## src/rtl/field_snapshot_mux.sv

```systemverilog
// Frame-synchronised display-field selector: copies one priority-selected source into a
// registered field bank, one field per cycle, on each frame tick. Optional macro: FIELD_BCD_CHECK_EN.
module field_snapshot_mux #(
  parameter int unsigned WIDTH       = 8,
  parameter int unsigned NUM_FIELDS  = 11,
  parameter int unsigned NUM_SRC     = 4,
  parameter int unsigned DEFAULT_SRC = NUM_SRC - 1,
  parameter logic [NUM_SRC*NUM_FIELDS-1:0] ZERO_MASK = '0,
  localparam int unsigned SRC_W = (NUM_SRC > 1) ? $clog2(NUM_SRC) : 1,
  localparam int unsigned IDX_W = (NUM_FIELDS > 1) ? $clog2(NUM_FIELDS) : 1
) (
  input  logic                              clk,
  input  logic                              reset_n,
  input  logic [NUM_SRC*NUM_FIELDS*WIDTH-1:0] src_data,
  input  logic [NUM_SRC-1:0]                mode_req,
  input  logic                              frame_tick,
  input  logic                              freeze,
  input  logic                              clr_overrun,
  output logic [NUM_FIELDS*WIDTH-1:0]       field_data,
  output logic [SRC_W-1:0]                  active_src,
  output logic                              busy,
  output logic                              update_done,
  output logic                              overrun,
  output logic                              bcd_err
);

  typedef enum logic [1:0] {
    IDLE = 2'd0,
    COPY = 2'd1,
    DONE = 2'd2
  } state_e;

  localparam logic [NUM_SRC-1:0][NUM_FIELDS-1:0] MASK_PK = ZERO_MASK;

`ifdef FIELD_BCD_CHECK_EN
  // Replacement pattern: every nibble 0xE.
  function automatic logic [WIDTH-1:0] bcd_bad_pattern();
    logic [WIDTH-1:0] v;
    for (int i = 0; i < int'(WIDTH); i++) v[i] = ((i % 4) != 0);
    return v;
  endfunction

  function automatic logic is_bcd(input logic [WIDTH-1:0] v);
    logic ok;
    ok = 1'b1;
    for (int n = 0; n < int'(WIDTH / 4); n++) begin
      if (v[n*4 +: 4] > 4'd9) ok = 1'b0;
    end
    return ok;
  endfunction

  localparam logic [WIDTH-1:0] BCD_BAD = bcd_bad_pattern();
`endif

  logic [NUM_SRC-1:0][NUM_FIELDS-1:0][WIDTH-1:0] src_pk;
  assign src_pk = src_data;

  state_e                          state_q, state_d;
  logic [IDX_W-1:0]                idx_q, idx_d;
  logic [SRC_W-1:0]                src_q, src_d;
  logic [NUM_FIELDS-1:0][WIDTH-1:0] field_q, field_d;
  logic                            busy_q, busy_d;
  logic                            done_q, done_d;
  logic                            overrun_q, overrun_d;
  logic                            bcd_err_q, bcd_err_d;
  logic [SRC_W-1:0]                sel_src;
  logic [WIDTH-1:0]                raw_val, field_val;
  logic                            masked, bad_field;

  // Priority pick: lowest set request wins, otherwise the default source.
  always_comb begin
    sel_src = SRC_W'(DEFAULT_SRC);
    for (int s = int'(NUM_SRC) - 1; s >= 0; s--) begin
      if (mode_req[s]) sel_src = SRC_W'(s);
    end
  end

  // Value written for the current field of the latched source.
  always_comb begin
    raw_val   = src_pk[src_q][idx_q];
    masked    = MASK_PK[src_q][idx_q];
    bad_field = 1'b0;
    field_val = masked ? '0 : raw_val;
`ifdef FIELD_BCD_CHECK_EN
    if (!masked && !is_bcd(raw_val)) begin
      field_val = BCD_BAD;
      bad_field = 1'b1;
    end
`endif
  end

  always_ff @(posedge clk) begin
    if (!reset_n) state_q <= IDLE;
    else          state_q <= state_d;
  end

  always_comb begin
    state_d   = state_q;
    idx_d     = idx_q;
    src_d     = src_q;
    field_d   = field_q;
    busy_d    = (state_q == COPY);
    done_d    = (state_q == DONE);
    overrun_d = overrun_q;
    bcd_err_d = bcd_err_q;

    if (clr_overrun) overrun_d = 1'b0;
    // A tick that cannot start a copy is an overrun; set beats clear.
    if (frame_tick && (state_q != IDLE)) overrun_d = 1'b1;

    case (state_q)
      IDLE: begin
        if (frame_tick && !freeze) begin
          state_d = COPY;
          src_d   = sel_src;
          idx_d   = '0;
        end
      end
      COPY: begin
        field_d[idx_q] = field_val;
        if (bad_field) bcd_err_d = 1'b1;
        if (idx_q == IDX_W'(NUM_FIELDS - 1)) state_d = DONE;
        else                                 idx_d   = idx_q + IDX_W'(1);
      end
      DONE: state_d = IDLE;
      default: state_d = IDLE;
    endcase
  end

  always_ff @(posedge clk) begin
    if (!reset_n) begin
      idx_q     <= '0;
      src_q     <= SRC_W'(DEFAULT_SRC);
      field_q   <= '0;
      busy_q    <= 1'b0;
      done_q    <= 1'b0;
      overrun_q <= 1'b0;
      bcd_err_q <= 1'b0;
    end else begin
      idx_q     <= idx_d;
      src_q     <= src_d;
      field_q   <= field_d;
      busy_q    <= busy_d;
      done_q    <= done_d;
      overrun_q <= overrun_d;
      bcd_err_q <= bcd_err_d;
    end
  end

  assign field_data  = field_q;
  assign active_src  = src_q;
  assign busy        = busy_q;
  assign update_done = done_q;
  assign overrun     = overrun_q;
  assign bcd_err     = bcd_err_q;

endmodule

```

## config.mk

```make
export PLATFORM = sky130hd
export DESIGN_NAME = field_snapshot_mux
export DESIGN_NICKNAME = d
export VERILOG_FILES = /design/src/rtl/field_snapshot_mux.sv
export SDC_FILE = /design/constraint.sdc
export NUM_CORES = 1
export LEC_CHECK = 0
export CELL_PAD_IN_SITES_DETAIL_PLACEMENT = 2
export CELL_PAD_IN_SITES_GLOBAL_PLACEMENT = 2
export CORE_MARGIN = 10
export CORE_UTILIZATION = 19
export CTS_BUF_LIST = sky130_fd_sc_hd__clkbuf_4 sky130_fd_sc_hd__clkbuf_8
export DETAILED_ROUTE_END_ITERATION = 6
export GPL_TIMING_DRIVEN = 0
export PLACE_DENSITY = 0.93
export SYNTH_ARGS = -nofsm -noshare
export SYNTH_HDL_FRONTEND = slang
export SYNTH_SLANG_ARGS = --single-unit
```

## constraint.sdc

```tcl
create_clock -name clk -period 2.6 [get_ports clk]
set_clock_uncertainty 0.15 [all_clocks]
set_input_delay 0.52 -clock clk [delete_from_list [all_inputs] [get_ports clk]]
set_output_delay 0.52 -clock clk [all_outputs]
set_load 0.05 [all_outputs]
```

==> impl_metrics.yaml <==
logic_synthesis:
  yosysSeqAreaShare: 0.3028
  async_flop_share: 0
  syn_avg_cell_area_sq_um: 9.670
  synth-edff-count: 0
  synth_nets: 1042
  syn_area_sq_um: 6546
  synth_seq_cells: 99
  ys_types: 46
  ys.flop_type: "dfxtp_1"
  ys.warnings.count: 0
  syn-instance-count: 677
route:
  wl_mm: 47.52
  routedWlPerCell_um: 29.72
  dr.pass1.iters: 4
  drc: 0
  first_iter_violations: 256
  vias: 7857
  ant_nets: 0
  avgViaCountPerCell: 4.914
floorplanning:
  die_area_sq_um: 42280
  core_sq_um: 33780
  die_h_um: 205.6
  start_util: 0.1938
  ios: 455
  rows: 67
  die_x_um: 205.6
sta:
  min_period_ps: 2517
  finalSetupViolCount: 0
  hold_viol: 0
  worst_slack_ps: 82.65
  tightest_slew_ps: 726.1
  fin_crit_sh: 0.9682
  timing.hold.ws_ps: 335.7
  final_max_slew_viol_count: 0
  rsz0062_at_grt: "no"
  setup_tns_ps: 0
  max_freq_mhz: 397.2
  slew_headroom: 0.5141
power:
  p_clk_frac: 0.253
  power_density_nw_per_um2: 343.4
  p_sw_uw: 1317
  switching_share: 0.3211
  power_frac_comb: 0.369
  ir_worst_vdd_mv: 0.2067
  seqPwrFrac: 0.378
  cell_internal_pwr_uw: 2785
  p_leak_uw: 0.004825
hold_path:
  min_to: "field_data[30]"
  hp-start: "field_data[30]"
  whs_path_depth: 2
  min_path_type: "reg2reg"
global_route:
  antenna_found_initial: 2
  grt_use_total: 0.2176
  grt_pass1_wl_mm: 67.02
  grt-ovfl-total: 0
  grt_max_degree: 19
  grt_pass1_vias: 9222
clock_tree:
  cts_buffers: 9
  clockBufferDepth: 2
  htree_levels: 3
  cts_root_buf: "clkbuf_8"
  cts.reportedPaths.clkPinSlew_ps: 110
  cts.sinks: 99
  clkLatencyLatePin_ps: 390
  cts_tree: "built"
worst_setup_path:
  reg2reg_slack_ps: 80
  path_class: "reg2reg"
  arrival_ps: 2620
  r2r-start: "active_src[0]"
  ff2ff_path_depth: 7
  worstPathRequired_ps: 2700
  end_kind: "flip-flop"
  path_max_fanout: 10
  critPathLaunchType: "flip-flop"
  r2r-end: "field_data[38]"
place:
  io_buffers: 451
  dp_slack_ps: -284.5
  post-dp-hpwl_mm: 41.15
  place.gp.congestion: 0.9091
run:
  maxCapViolations: 0
finish:
  fillCellCount: 3631
  layout_common_cells: "clkdlybuf4s50_1 (450), dfxtp_1 (97), mux2i_1 (96)"
  synthToLayoutAreaGrowth_pct: 82.51
  drive_above_1_share: 0.1142
  layout_commonest_cell: "clkdlybuf4s50_1"
  nNetsFinal: 1507
status:
  outcome: "complete, no violations"
==> sequential cells by signal, indices dropped and copies added, names as in the netlist <==
| register | cells |
|---|---|
| field_data | 88 |
| idx_q | 4 |
| active_src | 2 |
| state_q | 2 |
| busy | 1 |
| overrun | 1 |
| update_done | 1 |
==> worst max-delay path by stage <==
| stage | startpoint | endpoint | slack, ps |
|---|---|---|---|
| floorplan | active_src[0] | field_data[48] | 260 |
| global route | active_src[0] | field_data[79] | 10 |
| finish | active_src[0] | field_data[38] | 80 |
| global placement | idx_q[0] | field_data[67] | -170 |
| detailed placement | idx_q[0] | field_data[75] | -280 |
| CTS | active_src[0] | field_data[78] | 3 |
==> power by group through the flow <==
stage	clock network (uW)	logic, uW	registers [uW]
floorplan	0	591	1630
global placement	0	1470	1580
detailed placement	0	1510	1580
CTS	1070	1520	1550
global route	1150	1600	1550
finish	1040	1510	1550
==> cell type report <==
cell class                 count  area, sq um  area share
clock buffer                  10        137.6     0.01152
antenna                        4        10.01   0.0008378
buffer                        66        415.4     0.03477
timing repair buffer         454         4573      0.3828
tap                          448        560.5     0.04692
multi-input combinational    509         4200      0.3516
clock inverter                 6        55.05    0.004608
inverter                       3        11.26   0.0009425
sequential                    99         1984      0.1661
==> per-stage QoR <==
| step | instance area [sq um] | power [uW] | std cells | utilization |
|---|---|---|---|---|
| after floorplan | 6546 | 2221 | 677 | - |
| after global placement | 11620 | 3049 | 1576 | 0.3440 |
| after detailed placement | 11620 | 3091 | 1576 | 0.3440 |
| after CTS | 11850 | 4141 | 1592 | 0.3508 |
| after global routing | 11940 | 4304 | 1596 | 0.3534 |
| final | 11950 | 4103 | 1599 | 0.3537 |
==> synthesized netlist by cell type, types with 13 or more instances <==
cell type / instances / area share
a21oi_1: 32 / 0.024
a22o_1: 26 / 0.035
a22oi_1: 30 / 0.034
a31oi_1: 24 / 0.023
and3_1: 22 / 0.021
buf_2: 16 / 0.012
clkbuf_1: 28 / 0.016
dfxtp_1: 99 / 0.30
mux2i_1: 96 / 0.15
mux4_2: 35 / 0.12
nand2_1: 62 / 0.036
nor2_1: 13 / 0.0075
o21ai_0: 57 / 0.044
o22ai_1: 32 / 0.031
==> timing repair <==
action	CTS	global route
endpoints found under the setup margin	64	39
gates resized for setup	11	12
hold buffers	0	0
pin swaps	0	3
setup buffers	0	3
gates cloned	0	0
==> layer usage <==
metal / GRT usage / up-vias / share of wire
li1: - / 3532 / -
met1: 0.2390 / 3967 / 0.38
met2: 0.4058 / 313 / 0.53
met3: 0.05284 / 43 / 0.065
met4: 0.05907 / 2 / 0.021
met5: 0 / - / 0.00021
==> worst max-delay path, stage by stage (launching register included) <==
cell	delay, ps
dfxtp_1	410
buf_6	220
buf_4	280
mux2i_1	340
a22oi_1	180
and3_1	270
nor3_4	380
a21oi_1	130
==> cells by family (layout without fill, tap and decap cells) <==
logic type / after synthesis / after routing / share of synthesized area
AOI/OAI and AO/OA: 215 / 215 / 0.2087
and+or+nand+nor: 150 / 150 / 0.1252
muxes: 136 / 136 / 0.2873
DFF: 99 / 99 / 0.3028
buffers and inverters: 69 / 539 / 0.06384
adders and majority gates: 4 / 4 / 0.007646
xor gates and xnor gates: 3 / 3 / 0.004014
other: 1 / 5 / 0.0005728
(Power assumes the default switching activity.)
==> edit 1 (same settings) <==
Register the output `active_src` once more; this adds one clock of latency there. The other outputs are not delayed to match.
--- a/src/rtl/field_snapshot_mux.sv
+++ b/src/rtl/field_snapshot_mux.sv
@@ -148,7 +148,9 @@
   end
 
   assign field_data  = field_q;
-  assign active_src  = src_q;
+  always_ff @(posedge clk) begin
+    active_src <= src_q;
+  end
   assign busy        = busy_q;
   assign update_done = done_q;
   assign overrun     = overrun_q;
Formal check against the unedited RTL: not equivalent (Yosys sat finds a counterexample within 4 cycles, from zero or initial values and one cycle with reset_n low).
==> edit 1 against the unedited design <==
Combinational power about the same; area after synthesis up 1.5%; synthesized cell count up 0.30%; total power down 0.45%; count of clock-buffer cells in the layout down 1; final area up 0.64%; sequential cell count up 2; core utilization down 0.56 points; worst setup slack worse by 39 ps; sequential share of layout area up 0.23 points; routed wire length down 5.3%; maximum frequency down 1.5%; critical path type unchanged; largest power group unchanged; highest routed layer unchanged.
==> edit 1: results (changes against the unedited design) <==
| Metric | Value |
|---|---|
| Most frequent cells after synthesis | `101 x dfxtp_1, 96 x mux2i_1, 62 x nand2_1, 57 x o21ai_0, 38 x mux4_2` |
| Syn Inst Count | `679 (+0.30%)` |
| Hold_ws | `267 ps (-68.8 ps)` |
| Leakage | `4.85 nW (+0.59%)` |
| Status | `complete, no violations` |
| 1st-iter DRT viols | `208 (-19%)` |
| DPL Wire Length | `39200 um (-4.7%)` |
| Hold Startpoint | `src_q[0]` |
| Vias per cell | `4.87 (-0.96%)` |
| Crit path DAT | `2650 ps (+30 ps)` |
| Initial antenna violation count | `3 (+1)` |
| Wire per inst | `28.0 um (-5.6%)` |
| Hold depth | `0 (-2)` |
| Met2 wire length | `23200 um (-7.9%)` |
| Clock slew at reported path FFs | `130 ps (+20 ps)` |
| Vias after detailed routing | `7811 (-0.59%)` |
| Placed instance count | `1585 (+0.57%)` |
| Metal-1 WL | `17500 um (-4.2%)` |
| Critical Path Max Stage Delay | `430 ps (+20 ps)` |
| Seq/Total Area, Yosys | `0.304 (+0.00169)` |
| DR WL met3 | `2920 um (-4.9%)` |
| Top sig layer | `met5` |
| Layout Nets | `1509 (+0.13%)` |
| Kind of cell adding the most delay to the critical path | `simple AND/OR/NAND/NOR gates` |
| Crit Reg-Reg Startpoint | `src_q[0]` |
| Reg-to-reg slack, setup | `40 ps (-40 ps)` |
| Global-route wire length before repair | `63800 um (-4.7%)` |
| Core box area | `34500 sq um (+2.2%)` |
| Normalized max-slew margin | `0.462 (-0.0519)` |
| Slowest cell on crit path | `nor2_1` |
| Share of layout cells above drive strength 1 | `0.124 (+0.0102)` |
[edit 1: cell count changes after synthesis, moves of 4 or more]
cell,before,now
buf_12,2,6
buf_2,16,20
a21oi_1,32,26
a21oi_2,8,14
[edit 1: path summary, 6_finish.rpt]
check | end
worst max-delay path | field_data[65]
worst min-delay path | active_src[0]
worst max register to register | field_data[65]
worst min register to register | active_src[0]
[edit 1: power breakdown]
group          total [W]  internal (W)  switching, W  leakage [nW]
Clock           0.000993      0.000362      0.000630        0.0881
Combinational    0.00151      0.000864      0.000643          3.95
Sequential       0.00158       0.00157     0.0000182         0.816
[edit 1: layout make-up]
type	instances	area [sq um]	area share
multi-input combinational	509	4220	0.351
sequential	101	2020	0.168
antenna	1	2.50	0.000208
inverter	3	11.3	0.000937
tap	455	569	0.0473
buffer	66	445	0.0370
timing repair buffer	454	4570	0.380
clock buffer	9	124	0.0103
clock inverter	7	57.6	0.00479
[edit 1: repair_timing]
action | CTS | global route
setup endpoints to repair | 50 | 43
setup buffers | 0 | 3
gates resized for setup | 9 | 9
hold buffers | 0 | 0
pin swaps | 1 | 4
[edit 1: metrics by stage]
stage	setup TNS (ps)	setup WS (ps)	util	instance area (sq um)
6_report	0	43.5	0.348	12000
5_1_grt	0	17.4	0.348	12000
4_1_cts	0	8.34	0.346	11900
3_5_place_dp	-2860	-185	0.339	11700
3_3_place_gp	-485	-80.5	0.339	11700
2_1_floorplan	0	706	-	6640
[edit 1: per-layer routing]
metal	track usage	up-vias
met2	0.366	307
met3	0.0527	60
li1	-	3524
met1	0.228	3916
met4	0.0693	4
met5	0	-
[edit 1: logic make-up (layout without fill, tap and decap cells)]
| logic type | count (synthesis) | in the layout | share of synthesized area |
|---|---|---|---|
| mux | 136 | 136 | 0.281 |
| xor+xnor | 3 | 3 | 0.00396 |
| buf+inv | 69 | 539 | 0.0676 |
| flops | 101 | 101 | 0.304 |
| fa+ha+maj | 4 | 4 | 0.00754 |
| simple gates | 150 | 150 | 0.125 |
| other cells | 1 | 2 | 0.000565 |
| compound gates | 215 | 215 | 0.209 |
==> edit 2 (config.mk and constraints unchanged) <==
Made on the original files. Add a define of `FIELD_BCD_CHECK_EN`.
--- a/src/rtl/field_snapshot_mux.sv
+++ b/src/rtl/field_snapshot_mux.sv
@@ -1,5 +1,7 @@
 // Frame-synchronised display-field selector: copies one priority-selected source into a
 // registered field bank, one field per cycle, on each frame tick. Optional macro: FIELD_BCD_CHECK_EN.
+`define FIELD_BCD_CHECK_EN
+
 module field_snapshot_mux #(
   parameter int unsigned WIDTH       = 8,
   parameter int unsigned NUM_FIELDS  = 11,
Function: changed (Yosys sat finds a counterexample within 4 cycles, from zero or initial values and one cycle with reset_n low).
==> edit 2 against the unedited design <==
Final area grew 6.2%; routed wire length increased by 9.6%; critical endpoint is now field_data[48]; highest routed layer unchanged; the run now ends with setup timing left; core utilization increased by 3.4 points; largest cell class unchanged; worst setup slack worse by 810 ps; via count rose by 3.3%; area after synthesis fell by 3.2%; sequential cell count increased by 1; total power is 13% higher.
==> edit 2: results (changes against the unedited design) <==
| Metric | Value |
|---|---|
| Post-CTS Resized | `72 (+61)` |
| Final WL | `52100 um (+9.6%)` |
| Synth Area in Compound Gates | `0.182 (-0.0270)` |
| Leakage | `4.77 nW (-1.2%)` |
| Post-synthesis xor/xnor area fraction | `0.00415 (+0.000133)` |
| Most frequent cells after synthesis | `100 x dfxtp_1, 73 x a21oi_1, 70 x mux4_2, 67 x o21ai_0, 62 x mux2i_1` |
| Worst slew pin tran | `806 ps (+79.9 ps)` |
| Vias in the first global route | `9251 (+0.31%)` |
| Switching Fraction | `0.335 (+0.0135)` |
| Final WS setup | `-728 ps (-810 ps)` |
| Hold_ws | `329 ps (-6.59 ps)` |
| Worst vdd ir | `0.000228 V (+11%)` |
| Flip-flop and latch area | `2010 sq um (+1.3%)` |
| Setup TNS | `-55330 ps (-55330 ps)` |
| Share of layout cells above drive strength 1 | `0.209 (+0.0946)` |
| Design Area, Final | `12700 sq um (+6.2%)` |
| Dpl ws | `-1740 ps (-1460 ps)` |
| Seq/Total Area, Yosys | `0.316 (+0.0132)` |
| GP Congestion | `0.905 (-0.41%)` |
| 1st-iter DRT viols | `393 (+54%)` |
| Fill count | `3464 (-4.6%)` |
| Port bufs | `453 (+0.44%)` |
| Post-synth net total | `989 (-5.1%)` |
| Buffers excl. clock | `553 (+6.3%)` |
| CTS sink cnt | `100 (+1.0%)` |
| Final clock-cell share | `0.0157 (-0.000442)` |
| Vias per cell | `5.09 (+3.6%)` |
| Data buffer area share | `0.432 (+0.0144)` |
| # clk buffers | `9 (-1)` |
| Multi-input gate area | `4370 sq um (+4.1%)` |
| Layout Nets | `1490 (-1.1%)` |
| Global-route wire length before repair | `69700 um (+4.0%)` |
| Final cell count without fillers | `1594 (-0.31%)` |
| Synth cell types | `42 (-8.7%)` |
| Post-Syn Area per Cell | `10.2 sq um (+5.0%)` |
| Inverters | `4 (+1)` |
| Setup violations, final | `89 (+89)` |
| DPL Wire Length | `43200 um (+5.0%)` |
| Crit path DAT | `3500 ps (+880 ps)` |
| Hold Startpoint | `field_data[24]` |
| Status | `finished with violations` |
| Initial antenna violation count | `24 (+22)` |
| Violated checks | `setup timing` |
| Comb pwr | `0.00202 W (+34%)` |
| Mux share of post-synthesis cell area | `0.350 (+0.0630)` |
| Synth async-reset ratio | `0 (unchanged)` |
## edit 2: cell count changes after synthesis, sizes merged, moves of 30 or more
cell / change
o22ai: -30
mux4: +30
mux2i: -34
o21ai: +30
a21oi: +33
nand2: -38
## edit 2: per-layer routing
metal | global-route usage | vias up | routed length, um
met5 | 0 | - | 12
met4 | 0.114 | 2 | 2300
met3 | 0.0653 | 99 | 3360
met2 | 0.441 | 396 | 28000
met1 | 0.233 | 4158 | 18500
li1 | - | 3463 | -
## edit 2: path summary, 6_finish.rpt
path / to
worst min register to register: field_data[24]
worst min-delay path: field_data[24]
worst max-delay path: field_data[48]
worst max register to register: field_data[48]
## edit 2: worst max-delay path: stages, from the launching register on
cell and delay (ps):
dfxtp_4 450, buf_12 160, buf_12 160, buf_12 160, buf_4 120, mux2i_1 340, a22oi_1 180, a31oi_1 190
nand4_1 250, o21a_4 350, or4_4 580, o21ai_2 160
